$ cat src/rtl/tape_playback_reader.sv
// Reads the note tape back out of note memory and holds each byte on note_out
// for TICKS_PER_STEP cycles, stopping at END_CODE or the last address.
module tape_playback_reader #(
  parameter int              ADDR_W         = 10,
  parameter int              DATA_W         = 8,
  parameter int              TICKS_PER_STEP = 25000000,
  parameter logic [DATA_W-1:0] END_CODE     = 8'hFF
) (
  input  logic              clk,
  input  logic              rst,
  input  logic              start,
  input  logic              stop,
  output logic              mem_read_en,
  output logic              mem_write_en,
  output logic [ADDR_W-1:0] mem_addr,
  input  logic [DATA_W-1:0] mem_data,
  output logic [DATA_W-1:0] note_out,
  output logic              note_valid,
  output logic              busy,
  output logic              done
);

  localparam int CNT_W = (TICKS_PER_STEP > 1) ? $clog2(TICKS_PER_STEP) : 1;
  localparam logic [CNT_W-1:0]  CNT_LAST  = CNT_W'(TICKS_PER_STEP - 1);
  localparam logic [ADDR_W-1:0] ADDR_LAST = '1;

  typedef enum logic [1:0] {IDLE, FETCH, CAPTURE, HOLD} state_t;

  state_t              state, state_nxt;
  logic [ADDR_W-1:0]   addr_nxt;
  logic                rd_nxt;
  logic [DATA_W-1:0]   note_nxt;
  logic                nv_nxt;
  logic                done_nxt;
  logic [CNT_W-1:0]    cnt, cnt_nxt;

  assign mem_write_en = 1'b0;
  assign busy         = (state != IDLE);

  always_ff @(posedge clk) begin
    if (rst) begin
      state       <= IDLE;
      mem_read_en <= 1'b0;
      mem_addr    <= '0;
      note_out    <= '0;
      note_valid  <= 1'b0;
      done        <= 1'b0;
      cnt         <= '0;
    end else begin
      state       <= state_nxt;
      mem_read_en <= rd_nxt;
      mem_addr    <= addr_nxt;
      note_out    <= note_nxt;
      note_valid  <= nv_nxt;
      done        <= done_nxt;
      cnt         <= cnt_nxt;
    end
  end

  // Every output is registered, so this block computes the values for the next edge.
  always_comb begin
    state_nxt = state;
    addr_nxt  = mem_addr;
    rd_nxt    = 1'b0;
    note_nxt  = note_out;
    nv_nxt    = 1'b0;
    done_nxt  = 1'b0;
    cnt_nxt   = cnt;
    unique case (state)
      IDLE: begin
        if (start && !stop) begin
          addr_nxt  = '0;
          rd_nxt    = 1'b1;
          state_nxt = FETCH;
        end
      end
      FETCH: state_nxt = CAPTURE;
      CAPTURE: begin
        if (mem_data == END_CODE) begin
          note_nxt  = '0;
          done_nxt  = 1'b1;
          state_nxt = IDLE;
        end else begin
          note_nxt  = mem_data;
          nv_nxt    = 1'b1;
          cnt_nxt   = '0;
          state_nxt = HOLD;
        end
      end
      HOLD: begin
        cnt_nxt = cnt + CNT_W'(1);
        if (cnt == CNT_LAST) begin
          cnt_nxt = '0;
          if (mem_addr == ADDR_LAST) begin
            note_nxt  = '0;
            done_nxt  = 1'b1;
            state_nxt = IDLE;
          end else begin
            addr_nxt  = mem_addr + ADDR_W'(1);
            rd_nxt    = 1'b1;
            state_nxt = FETCH;
          end
        end
      end
      default: state_nxt = IDLE;
    endcase
    // Abort takes priority over whatever the active state decided; the old note is silenced.
    if (stop && state != IDLE) begin
      state_nxt = IDLE;
      addr_nxt  = mem_addr;
      rd_nxt    = 1'b0;
      note_nxt  = '0;
      nv_nxt    = 1'b0;
      done_nxt  = 1'b0;
      cnt_nxt   = cnt;
    end
  end

endmodule

$ cat config.mk
export PLATFORM = sky130hd
export DESIGN_NAME = tape_playback_reader
export DESIGN_NICKNAME = d
export VERILOG_FILES = /design/src/rtl/tape_playback_reader.sv
export SDC_FILE = /design/constraint.sdc
export NUM_CORES = 1
export LEC_CHECK = 0
export CORE_MARGIN = 2
export CORE_UTILIZATION = 49
export CTS_BUF_LIST = sky130_fd_sc_hd__clkbuf_8 sky130_fd_sc_hd__clkbuf_16
export CTS_CLUSTER_DIAMETER = 50
export DETAILED_ROUTE_END_ITERATION = 12
export GPL_ROUTABILITY_DRIVEN = 0
export GPL_TIMING_DRIVEN = 0
export PLACE_DENSITY = 0.72
export REMOVE_ABC_BUFFERS = 1
export SKIP_CTS_REPAIR_TIMING = 1
export SLEW_MARGIN = 10
export SYNTH_ARGS = -nofsm -noshare
export SYNTH_HDL_FRONTEND = slang
export SYNTH_SLANG_ARGS = --single-unit
export TNS_END_PERCENT = 100
$ cat constraint.sdc
create_clock -name clk -period 1.7 [get_ports clk]
set_input_delay 0.34 -clock clk [delete_from_list [all_inputs] [get_ports clk]]
set_output_delay 0.34 -clock clk [all_outputs]
set_load 0.05 [all_outputs]
==> flow_summary_export.csv, run 1 <==
group,metric,value,unit
hold_path,min_from,"mem_data[1]",
cells_and_area,diodes,0,
clocking,path_clk_slew,0.10,ns
setup_path,max_stage_delay,0.45,ns
sta,final.period_utilization,111,%
cells_and_area,num-nets-final,377,
power,p_clk_share,23.6,%
drt,vias,2606,
floorplan,die_area,5660,um^2
drt,drc,0,
drt,routed_wl,7.82,mm
floorplan,die_h,75.2,um
setup_path,cp.required,1.96,ns
sta,finalHoldViolCount,0,
yosys,syn_avg_cell_area,8.57,um^2
sta,finalClockSkew,0.0176,ns
global_route,grt_max_degree,25,
sta,whs,0.314,ns
global_route,grt_pass1_vias,2011,
global_route,grtUsageTotal,21.0,%
clocking,clk_latency,0.32,ns
setup_path,cpMaxStageDelayCell,"dfxtp_1",
floorplan,die_w,75.2,um
cells_and_area,fin_cells,428,
setup_path,critPathArrivalTime,2.14,ns
clocking,cts_tree,"built",
drt,wl_per_cell,18.3,um
yosys,synth_edf_count,0,
job,max-cap-violations,0,
sta,rsz0062_at_grt,"yes",
placed_design,dp.final_hpwl,3.78,mm
power,internal_power,1.91,mW
clocking,clkSinkCount,48,
cells_and_area,synthToLayoutAreaGrowth,50.0,%
yosys,synthFlopType,"dfxtp_1",
yosys,synthesis.instances,290,
yosys,ys_warn_count,0,
floorplan,core,4820,um^2
yosys,yosys.area.top_type,"dfxtp_1",
power,seq_power_share,40.3,%
yosys,yosysSeqAreaShare,38.7,%
outcome,status,"finished with violations",
yosys,synth.top_cell.area_share,38.7,%
hold_path,hold_path_end,"note_out[1]",
power,ir_drop,0.495,mV
clocking,htree_levels,2,
yosys,synth.area.top_cells,"dfxtp_1 39%, xor2_1 5.6%, nand4_1 5.5%",
setup_path,reg2reg_depth,6,
setup_path,worst-setup-path-type,"flop to flop",
setup_path,path_cells,"nor2b_1 > and4b_2 > buf_12 > nand4_1 > or4_4 > a21oi_2",
power,p_sw_share,36.8,%
drt,vias_per_cell,6.09,
clocking,root_buffer,"clkbuf_8",
yosys,ys_types,54,
clocking,clockBufferDepth,2,
power,leakage,1.70,nW
setup_path,crit_path_end_kind,"flop",
yosys,yosys_register_bits,48,
floorplan,start_util,51.6,%
placed_design,port_buffers,33,
yosys,synthTopCellsByCount,"48 x dfxtp_1, 32 x nor2_1, 23 x nand3_1, 22 x nand4_1, 17 x nand2_1",
sta,max_freq,531,MHz
floorplan,io_pins,35,
outcome,violations,"setup timing",
clocking,cts_buffers,5,
sta,worst_pin_slew,0.539,ns
drt,drtIter0Drc,150,
power,power.switching,1.11,mW
yosys,yosysMostFrequentCell,"dfxtp_1",
sta,period_needed,1.88,ns
setup_path,rr_endpoint,"mem_addr[3]",
drt,drtPass1Iterations,4,
global_route,antenna_found_initial,0,
power,power_density,811,nW/um^2
power,comb_power_share,36.2,%
setup_path,timing.rr.start,"cnt[14]",
cells_and_area,layout-drive-gt1-share,31.6,%
setup_path,critPathMaxFanout,8,
sta,max_slew_margin,63.7,%
global_route,grt_pass1_wl,9.23,mm
global_route,overflow,0,
yosys,synthArstFlopShare,0,%
placed_design,placed_area,2840,um^2
sta,setup_violations,42,
yosys,syn-cell-area,2490,um^2
hold_path,hold_depth,2,
setup_path,rrSetupSlack,-0.18,ns
sta,setup_slack,-0.182,ns
setup_path,start_kind,"flop",
hold_path,min_path_type,"input port to flop",
drt,antenna_left,0,
cells_and_area,fin_area,3730,um^2
placed_design,placed_cells,379,
floorplan,core.rowCount,25,
sta,maxSlewViolCount,0,
==> stage by stage <==
| step | setup slack (ns) | power (mW) | TNS, ns | utilization [%] |
|---|---|---|---|---|
| final | -0.182 | 3.02 | -3.78 | 77.4 |
| after global routing | -0.246 | 3.13 | -6.55 | 77.4 |
| after CTS | -0.915 | 2.54 | -34.00 | 60.8 |
| after detailed placement | -0.912 | 1.85 | -32.62 | 58.9 |
| after global placement | -0.899 | 1.84 | -32.23 | 58.9 |
| after floorplan | -0.449 | 1.65 | -11.90 | - |
==> per-layer routing <==
metal  vias to the layer above  track usage [%]  share of wire [%]
met5                         -                0                  0
met4                         0             8.19                2.3
met3                        17             4.69                7.0
met2                       103             30.3                 49
met1                      1259             30.5                 41
li1                       1227                -                  -
==> worst max-delay path by stage <==
stage                           start     endpoint  slack, ns  cells after the start
final                         cnt[14]  mem_addr[3]      -0.18                      6
after global routing          cnt[14]  mem_addr[3]      -0.25                      6
after CTS                      cnt[0]       cnt[4]      -0.91                      6
after detailed placement       cnt[0]      cnt[11]      -0.91                      6
after global placement         cnt[0]      cnt[11]      -0.90                      6
after floorplan           mem_addr[0]  mem_addr[7]      -0.45                      6
==> cell families after synthesis <==
| logic type | share of synthesized area [%] |
|---|---|
| AOI/OAI and AO/OA | 15.9 |
| buffers and inverters | 4.03 |
| DFF | 38.7 |
| xor gates and xnor gates | 7.75 |
| other | 0.151 |
| muxes | 0.403 |
| adders and majority gates | 2.52 |
| and+or+nand+nor | 30.6 |
==> layout by cell type, fill, tap and decap left out, drive strengths merged, types with 2 or more instances in the layout <==
cell type	instances
clkdlybuf4s50	9
buf	37
o311ai	3
a21oi	10
nand4	23
and3	9
dlymetal6s2s	23
o311a	3
or4	2
a22o	8
xor2	16
nand2	17
a211oi	2
nor3	6
clkbuf	6
nor2	32
a21o	2
dfxtp	48
xnor2	6
a41oi	3
inv	8
ha	5
o21ai	14
and2	6
nor4	7
a31oi	3
clkinvlp	5
a22oi	2
and4	4
or3	2
nand3	24
==> power by group through the flow <==
stage,Combinational (mW),Sequential (mW),Clock (mW)
6_report,1.09,1.22,0.712
3_5_place_dp,0.627,1.22,0
2_1_floorplan,0.366,1.29,0
3_3_place_gp,0.621,1.22,0
4_1_cts,0.629,1.19,0.723
5_1_grt,1.14,1.22,0.774
==> layout make-up <==
cell class,count,area [um^2]
multi-input cells,224,1760
repair buffers,70,753
clock buffers,5,68.8
clock inverters,3,23.8
flip-flops and latches,48,982
inverters,10,47.5
well taps,67,83.8
repair inverters,1,5.00
fillers,315,1090
==> registers in the layout, summed over array words and instances (netlist names) <==
signal       flops
cnt             25
done             1
mem_addr        10
mem_read_en      1
note_out         8
note_valid       1
state            2
==> critical path: cells and delay by family, from the launching register on <==
kind / cells / cell delay [ns]
compound gates: 1 / 0.11
buf+inv: 1 / 0.15
flops: 1 / 0.45
simple gates: 4 / 1.10
Power figures use the tool's default switching activity.
==> inputs of run 2 (changes only) <==
--- a/config.mk
+++ b/config.mk
@@ -9,6 +9,7 @@
 export CORE_UTILIZATION = 49
 export CTS_BUF_LIST = sky130_fd_sc_hd__clkbuf_8 sky130_fd_sc_hd__clkbuf_16
 export CTS_CLUSTER_DIAMETER = 50
+export CTS_CLUSTER_SIZE = 40
 export DETAILED_ROUTE_END_ITERATION = 12
 export GPL_ROUTABILITY_DRIVEN = 0
 export GPL_TIMING_DRIVEN = 0
==> results of run 2 <==
The final DEF is identical to that of run 1; final timing and power are the same.
